## src/rtl/seven_segment.sv

```systemverilog
`timescale 1ns/1ps
// seven_segment: registered hexadecimal-to-seven-segment decoder for one digit.
// Optional feature macro: SEVENSEG_LAMP_TEST_EN adds the lamp_test input.
// Segment bit order is {a,b,c,d,e,f,g}; bit 6 is segment a.
module seven_segment #(
  parameter bit COMMON_ANODE = 1'b0,
  parameter bit HEX_MODE     = 1'b1
) (
  input  logic       clk,
  input  logic       rst_n,
  input  logic [3:0] data,
  input  logic       blank,
`ifdef SEVENSEG_LAMP_TEST_EN
  input  logic       lamp_test,
`endif
  output logic [6:0] segments
);

  localparam int unsigned SEG_W = 7;
  localparam logic [SEG_W-1:0] ALL_ON   = SEG_W'(7'h7f);
  localparam logic [SEG_W-1:0] ALL_OFF  = SEG_W'(7'h00);
  // Inverting mask applied to every driven pattern, including the reset value.
  localparam logic [SEG_W-1:0] POL_MASK = COMMON_ANODE ? ALL_ON : ALL_OFF;

  logic [SEG_W-1:0] pattern_c;
  logic [SEG_W-1:0] select_c;

  // Active-high glyph for every nibble value; letters collapse to blank when hex is disabled.
  always_comb begin
    pattern_c = ALL_OFF;
    case (data)
      4'h0: pattern_c = SEG_W'(7'h7e);
      4'h1: pattern_c = SEG_W'(7'h30);
      4'h2: pattern_c = SEG_W'(7'h6d);
      4'h3: pattern_c = SEG_W'(7'h79);
      4'h4: pattern_c = SEG_W'(7'h33);
      4'h5: pattern_c = SEG_W'(7'h5b);
      4'h6: pattern_c = SEG_W'(7'h5f);
      4'h7: pattern_c = SEG_W'(7'h70);
      4'h8: pattern_c = SEG_W'(7'h7f);
      4'h9: pattern_c = SEG_W'(7'h7b);
      4'ha: pattern_c = HEX_MODE ? SEG_W'(7'h77) : ALL_OFF;
      4'hb: pattern_c = HEX_MODE ? SEG_W'(7'h1f) : ALL_OFF;
      4'hc: pattern_c = HEX_MODE ? SEG_W'(7'h4e) : ALL_OFF;
      4'hd: pattern_c = HEX_MODE ? SEG_W'(7'h3d) : ALL_OFF;
      4'he: pattern_c = HEX_MODE ? SEG_W'(7'h4f) : ALL_OFF;
      4'hf: pattern_c = HEX_MODE ? SEG_W'(7'h47) : ALL_OFF;
    endcase
  end

  // Override priority: lamp test above blank above the decoded glyph.
  always_comb begin
    select_c = pattern_c;
`ifdef SEVENSEG_LAMP_TEST_EN
    if (lamp_test) begin
      select_c = ALL_ON;
    end else if (blank) begin
      select_c = ALL_OFF;
    end
`else
    if (blank) begin
      select_c = ALL_OFF;
    end
`endif
  end

  // Output register with synchronous reset to a dark display in either polarity.
  always_ff @(posedge clk) begin
    if (!rst_n) begin
      segments <= POL_MASK;
    end else begin
      segments <= select_c ^ POL_MASK;
    end
  end

endmodule

```

## config.mk

```make
export PLATFORM = sky130hd
export DESIGN_NAME = seven_segment
export DESIGN_NICKNAME = d
export VERILOG_FILES = /design/src/rtl/seven_segment.sv
export SDC_FILE = /design/constraint.sdc
export NUM_CORES = 1
export LEC_CHECK = 0
export CORE_AREA = 2 2 39 41
export CTS_CLUSTER_DIAMETER = 50
export DETAILED_ROUTE_END_ITERATION = 16
export DIE_AREA = 0 0 41 43
export HOLD_SLACK_MARGIN = 0.05
export PLACE_DENSITY_LB_ADDON = 0.25
export SYNTH_ARGS = -nofsm -noshare
export SYNTH_HDL_FRONTEND = slang
export SYNTH_SLANG_ARGS = --single-unit
```

## constraint.sdc

```tcl
create_clock -name clk -period 1.45 [get_ports clk]
set_input_delay 0.145 -clock clk [delete_from_list [all_inputs] [get_ports clk]]
set_output_delay 0.145 -clock clk [all_outputs]
set_load 0.02 [all_outputs]
```

* Word-level counts from Yosys, hierarchy flattened
Memory sizes are Yosys's and may differ from the RTL's. A register that Yosys moved wholly into a read port is not among the register bits. Cells that the tools add are included.
Word-level totals: register bits 0, memory bits (read-only) 112, bits of input ports 7, output and inout port bits 7, logic and storage cells 3, memories kept 1
Memory list:
- (name not given) | words 16, width 7, rd ports 1, clocked after Yosys merged registers in 1, wr ports 0, line 31 | case (data)
Cells by class: bitwise operators 1, reductions and logical operators 1
Operators by type and width (number):
- $reduce_or A2 Y1 | 1
- $not A1 Y1 | 1

* Logic depth before layout (Yosys ltp)
Gate-level depths: netlist of run 1.
depth after elaboration 2, gate-level depth with buffers 5, mapped depth without buffers 5

* Least setup slack after synthesis of run 1
Ideal clock, no wire load.
path kind input to register, start in data[0], end reg segments[5], setup time 0.079 ns, arrival 0.977 ns, data required time 1.371 ns, setup slack 0.394 ns, stages 4, path buffers 0, cell sequence inv_1 > ha_1 > mux2_1 > a211oi_2
RTL lines:
- start: declaration | line 11 | input logic [3:0] data,
- end: declaration | line 16 | output logic [6:0] segments

==> results list, run 1 <==
* Result of the run: finished clean
- For the worst setup path, the data required time is about 1.6 ns.
- Worst hold path type: in -> reg
- For this run, design rule violations remaining after detail routing come to 0.
- The initialized floorplan defines 14 standard-cell rows.
- Critical path destination: segments[5]$_SDFF_PP0_
- CTS Root Cell: clkbuf_4
- Detailed-routed wire length on met2: 393 µm
- Counting the fill cells in the layout gives 135.
- Setup repair after global routing left no endpoint under its margin.
* Cell count after synthesis: 46
* Total wire length after detailed routing: 840 µm
* Hold-fix buffers, CTS: 0
- Deepest level of the CTS H-tree: 1
* Largest registers: segments: 7 flops
- MaxCap Viol Count: 0
* Detailed-route via count: just under 400
- Number of different library cells in the post-synthesis netlist: 19
- Dominant combinational cell family by area after synthesis: compound AO/OA/AOI/OAI gates
* Share of synthesized cell area in full adder, half adder and majority cells: between 20 and 25%
- Clock transition at path regs: 0.05 ns
- The via count of the first global-routing pass was 329.
- Buffers inserted by post-CTS timing repair: 0
- Routed signal wires occupy layers up through met4.
* Antenna-violating nets left: 0
- In the final layout, the multi-input gates occupy 269.0 µm².
- The initial antenna violation count came to 0.
- Total half-perimeter wirelength after legalization and detailed placement: around 690 µm
- Each instance of the synthesized netlist takes up on average approximately 9.5 µm².
* Routability-driven placement congestion ratio: 0.7448
- Arr. time, crit path: 1.51 ns
- Period Utilization, post-route: 92.49%
- Fraction of synthesized cell area taken by the top area cell type: around 32%
* Critical path startpoint category: input port
- For this run, the post-layout net count is 87.
- On the final layout, the worst hold slack is 0.5906 ns.
- The register with the most flip-flops in the layout has 7 of them.
- Flip-flop and latch count after synthesis: 7
- Switching power summed over all nets: 136.7 µW
- I/O pin count: 14
- After floorplanning, the core was sized to cover 1384 µm².
- In this run, post-CTS repair resized a total of 0 instances.
* TritonCTS clock tree: done
- Endpoint kind of the worst setup timing path: flip-flop
- For this design the static power due to leakage is 0.0003068 µW.
- For this run, the number of Yosys warnings is 0.
- The floorplan step set the die height to about 43 µm.
* Share of the synthesized area in compound gates (AO/OA/AOI/OAI): 20.69%
* Critical path startpoint: data[1]
- Clock network fraction of total power: between 30% and 40%
* Storage element area: 140.1 µm²
* Most area-consuming cells after synthesis: dfxtp_1 (32%), ha_1 (20%), a211oi_2 (8.6%)
- Reg power frac: 39.7%
- Number of violations reported at the end of detailed-routing iteration 0: 3
- Internal power: between 300 and 400 µW
- During placement, the flow inserted port buffers numbering 13.
- XOR/XNOR Fraction of Synth Area: 0%
* TritonCTS Buffers: 3
- The number of hold violations in the final report is 0.
- Met3 routed WL: 30 µm
- Register bank with the most flops: segments
- Of the total synthesized cell area, the portion taken by AND, OR, NAND and NOR gates is 18.39%.
- Area enclosed by the die boundary: 1763 µm²
* Fraction of layout instances using a drive strength above 1: 23.61%
- For this design the ratio of total power to cell area is around 770 nW/µm².
- Across the VDD grid, the largest voltage drop is 0.2248 mV.
* Total non-filler cell area in the finished layout: 679.4 µm²
- Final Max Slew Viols: 0
- The area growth from synthesis to layout is 56.03%.
- First-pass DRT Iterations: 4
- Summed instance area of the synthesized netlist: 435.4 µm²
- Detail-routed net length per standard cell: 9.545 µm
- The detailed router put a total of 397 µm of wire on met1.
- Maximum number of buffers from clock root to sink: 2
- Worst slew margin relative to its limit: about four fifths
- Transition time of the tightest slew-check pin: 0.3256 ns
- Portion of netlist area occupied by mux cells: under 10%
- Summing all placed instances gives a cell area of 653.1 µm².
- Adding up every negative setup slack in the final design gives 0 ns.
* Timing-limited maximum frequency: roughly 750 MHz
- Register area share after synthesis: 32.18%
- The first global-routing pass estimated 1345 µm of wire.
- The critical path is of the in -> reg type.
- Counting every net in the synthesized netlist gives 60.
- Setup violations remaining at the end of the flow were counted as 0.
- Using the TritonRoute via totals, the vias-per-cell ratio works out to 4.398.
- Count of cells along the worst hold path: 3
- Largest net degree at the start of global routing: 9
- Of all nets on the critical path, the largest fanout is 4.
- The die is between 40 and 50 µm wide.
- Clock net sink count: 7
- The worst hold path begins at data[2].
- Shortest clock period the worst path allows after layout: between 1 and 1.5 ns
- 0 antenna diodes ended up in the layout.
- In this run, the combinational gates consume 26.5% of the power.
- Global routing finished with a remaining overflow of 0.
* Switching share of total power: 26.26%
- Utilization after layout: 49.10%
* Post-synthesis cell type with the largest combined area: dfxtp_1
- Once the floorplan was initialized, standard cells occupied 31.46% of the core.
- GRT Total Usage: between 10% and 20%
==> layout make-up <==
type	instances	share of cell area (%)
Multi-Input combinational cell	34	39.59
Timing Repair Buffer	24	31.31
Sequential cell	7	20.63
Clock buffer	4	3.867
Tap cell	16	2.947
Inverter	3	1.657
==> cells in the mapped netlist (all sizes together) <==
cell	count
nor3	2
a211o	2
nor2	2
o211ai	1
mux2	1
buf	1
o32ai	1
nand2b	3
nor2b	2
a311oi	1
ha	7
nand2	5
clkbuf	1
a211oi	3
nand3	1
inv	3
a21oi	2
nor3b	1
dfxtp	7
==> cells in the final DEF (no fill, tap or decap) <==
master,Yosys,routed
o211ai_1,1,1
a21oi_1,2,2
o32ai_1,1,1
nand2b_1,3,3
nor3b_1,1,1
clkdlybuf4s50_1,0,13
buf_4,1,11
nor2b_1,2,2
nor2_1,2,2
clkbuf_4,1,3
nor3_1,2,2
mux2_1,1,1
a211o_1,2,2
inv_1,3,3
nand3_1,1,1
a311oi_1,1,1
a211oi_2,3,3
clkbuf_1,0,1
nand2_1,5,5
dfxtp_1,7,7
ha_1,7,7
==> metal layers <==
| layer | vias up | GRT usage, % |
|---|---|---|
| met5 | - | 0 |
| met4 | 0 | 10.00 |
| met3 | 2 | 1.571 |
| met2 | 10 | 15.94 |
| met1 | 164 | 14.74 |
| li1 | 211 | - |
==> through the flow <==
step,power (µW),std cells,worst slack [ns]
after floorplan,278.3,46,0.3940
after global placement,349.1,84,-0.1114
after detailed placement,350.1,84,-0.1418
after CTS,527.4,88,0.1077
after global routing,552.1,88,0.01918
final,520.6,88,0.1089
==> cell families (layout without fill, tap and decap cells) <==
family,after synthesis,in the layout
and+or+nand+nor,16,16
AOI/OAI and AO/OA,10,10
adders and majority gates,7,7
DFF,7,7
buffers and inverters,5,31
muxes,1,1
==> power by group through the flow <==
stage                     Sequential (µW)  Clock, µW  Combinational, µW
final                                 207        176                138
after global routing                  208        194                151
after CTS                             207        181                140
after detailed placement              211          0                139
after global placement                211          0                139
after floorplan                       225          0               53.0
==> worst max-delay path, cell delays in order <==
cell             delay [ns]
clkdlybuf4s50_1        0.47
inv_1                  0.08
ha_1                   0.29
mux2_1                 0.30
a211oi_2               0.21
==> worst min-delay path by stage <==
| stage | end | slack [ns] |
|---|---|---|
| floorplan | segments[6]$_SDFF_PP0_ | 0.31 |
| global placement | segments[2]$_SDFF_PP0_ | 0.84 |
| detailed placement | segments[2]$_SDFF_PP0_ | 0.86 |
| CTS | segments[2]$_SDFF_PP0_ | 0.59 |
| global route | segments[2]$_SDFF_PP0_ | 0.61 |
| finish | segments[2]$_SDFF_PP0_ | 0.59 |
(Power assumes the default switching activity.)
==> inputs of run 2 (changes only) <==
Settings changed: GPL_TIMING_DRIVEN from default to 0, REMOVE_ABC_BUFFERS from default to 1.
==> run 2 against run 1 <==
  * Fmax decreased by 0.61%
  * Routed wire length decreased by 16%
  * Clock-buffer cell count unchanged
  * Sequential share of layout area increased by 3.0 points
  * Non-clock buffer count decreased by 11
  * Largest power group unchanged
  * Utilization decreased by 6.1 points
==> results list, run 2 (synthesis results as in run 1) <==
- Post-route worst hold slack: 0.5194 ns
* Shortest clock period the worst path allows after layout: 1.349 ns
- STA classifies the critical path endpoint as a flip-flop.
* TritonCTS Buffers: 3
- In this run the power spent charging and discharging nets is 122.9 µW.
* Critical path startpoint category: input port
- Crit path required time: between 1.5 and 2 ns
* Internal power: 363.0 µW
* Starting Density: 31.46%
- In the final layout, the multi-input gates occupy around 270 µm².
- The worst pin sits at a relative slew slack of around two thirds.
- The final layout contains 76 nets.
- Unrepaired setup endpoints after global routing: false
- Areal power density over the cells: 817.4 nW/µm²
* Transition time of the tightest slew-check pin: 0.4897 ns
* Switching share of total power: 25.29%
- Cell at the slowest stage of the critical path: clkdlybuf4s50_1
- Leakage power of the design: 0.0002563 µW
- The critical path is of the in -> reg type.
- Buffers placed on the I/O ports in this run total 13.
- GRT Total Usage: 11.13%
- Largest registers: segments: 7 flops
- In this run the horizontal extent of the chip is approximately 40 µm.
- Via/cell ratio: 4.610
* Total wire length after detailed routing: roughly 700 µm
- The via count of the first global-routing pass came to around 320.
* TritonCTS clock tree: done
- Summing all flip-flop and latch instances after layout gives 140.1 µm².
- Number of antenna violations at the first check in global routing: 0
- Leaving out fill and tap cells, the most frequent cell in the layout is clkdlybuf4s50_1.
* DRC violation count after routing: 0
* Largest net degree at the start of global routing: 16
- Floorplan die height: 43 µm
* Antenna-violating nets left: 0
* Deepest level of the CTS H-tree: 1
- The run finished with clean final reports.
* Highest fanout seen on the critical path: 15
- Across the run, the number of max-cap violations was 0.
* Commonest cells after routing, fill and taps aside: clkdlybuf4s50_1 (11), ha_1 (7), dfxtp_1 (7)
- The final route contains 355 vias.
- In this run, the number of DRC markers left after iteration 0 of detailed routing was 5.
* Wire length of the first global-routing pass: 1324 µm
- List of cells traversed by the critical path: clkdlybuf4s50_1, mux2_1, a211oi_2
* Crit-path max cell delay: 0.75 ns
- CTS saw 7 sinks.
* Worst hold path type: in -> reg
* Maximum number of buffers from clock root to sink: 2
* Count of standard-cell rows: 14
- For the final routed database, the setup TNS stands at 0 ns.
* Final number of hold-violating endpoints: 0
- Clock transition at path regs: 0.05 ns
- Summed over all nets, the half-perimeter wirelength after detailed placement is roughly 560 µm.
* Area added between synthesis and finish: 36.49%
- Of the cells placed in the final design, the portion with a size suffix greater than 1 is 9.836%.
* Period Utilization, post-route: 93.05%
- Arr. time, crit path: 1.51 ns
- Register bank with the most flops: segments
- Timing would allow up to 741.2 MHz.
* Reg power frac: between 40% and 50%
- After filler insertion, the fill cell instance count of the layout stands at 151.
- First-pass DRT Iterations: 2
- Setup violations remaining at the end of the flow were counted as 0.
* Global route total overflow: 0
- In this run, the combinational gates consume 23.3% of the power.
* Area enclosed by the die boundary: 1763 µm²
- VDD IR max: 0.2231 mV
- Routability-driven placement finished with a final weighted congestion of 0.7672.
- Final Max Slew Viols: 0
- The root buffer cell chosen for the clock tree is clkbuf_4.
- The clock network is responsible for between 30% and 40% of the overall power.
- Detail-routed net length per standard cell: 9.143 µm
* Hold-fix buffers, CTS: 0
- Core Footprint: roughly 1400 µm²
* Number of flip-flops under the largest register name: 7
- I/O pin count: 14
* Antenna Cells: 0
-- run 2: final timing paths --
check               start                endpoint  depth (start not counted)
setup / recovery  data[3]  segments[5]$_SDFF_PP0_                          3
hold / removal    data[1]  segments[0]$_SDFF_PP0_                          3
-- run 2: cell type report --
cell class                 count  area share (%)
clock buffer                   4           4.421
inverter                       3           1.895
multi-input combinational     34           45.26
sequential                     7           23.58
tap                           16           3.368
timing repair buffer          13           21.47
-- run 2: per-layer routing --
metal,up-vias,GRT usage (%),wire [µm]
li1,189,-,-
met1,156,14.74,318
met2,8,14.69,350
met3,2,1.571,25
met4,0,10.00,10
met5,-,0,0
-- run 2: power by group through the flow --
stage	clock network [µW]	registers, µW	logic (µW)
after floorplan	0	225	43.6
after global placement	0	210	115
after detailed placement	0	211	115
after CTS	175	207	115
after global routing	191	207	126
final	166	207	113
-- run 2: stage by stage --
| stage | power [µW] | cells | cell area (µm²) | worst slack, ns | util (%) |
|---|---|---|---|---|---|
| after global routing | 524.5 | 77 | 594.3 | 0.03677 | 42.95 |
| after global placement | 325.4 | 73 | 570.5 | -0.2887 | 41.23 |
| after floorplan | 268.8 | 44 | 420.4 | 0.3940 | - |
| after CTS | 496.0 | 77 | 594.3 | 0.1338 | 42.95 |
| after detailed placement | 325.8 | 73 | 570.5 | -0.2679 | 41.23 |
| final | 485.8 | 77 | 594.3 | 0.1008 | 42.95 |
-- run 2: timing repair --
action,CTS,global route
gates resized for setup,2,0
setup endpoints to repair,1,0
buffers inserted,0,0
-- run 2: worst max-delay path, delay by kind of cell --
kind / cells / cell delay (ns)
muxes: 1 / 0.39
AOI/OAI and AO/OA: 1 / 0.21
buffers and inverters: 1 / 0.75
==> inputs of run 3 (changes only) <==
Settings changed: SLEW_MARGIN from default to 20.
==> results of run 3 <==
Final layout, timing and power as in run 2 (identical DEF).
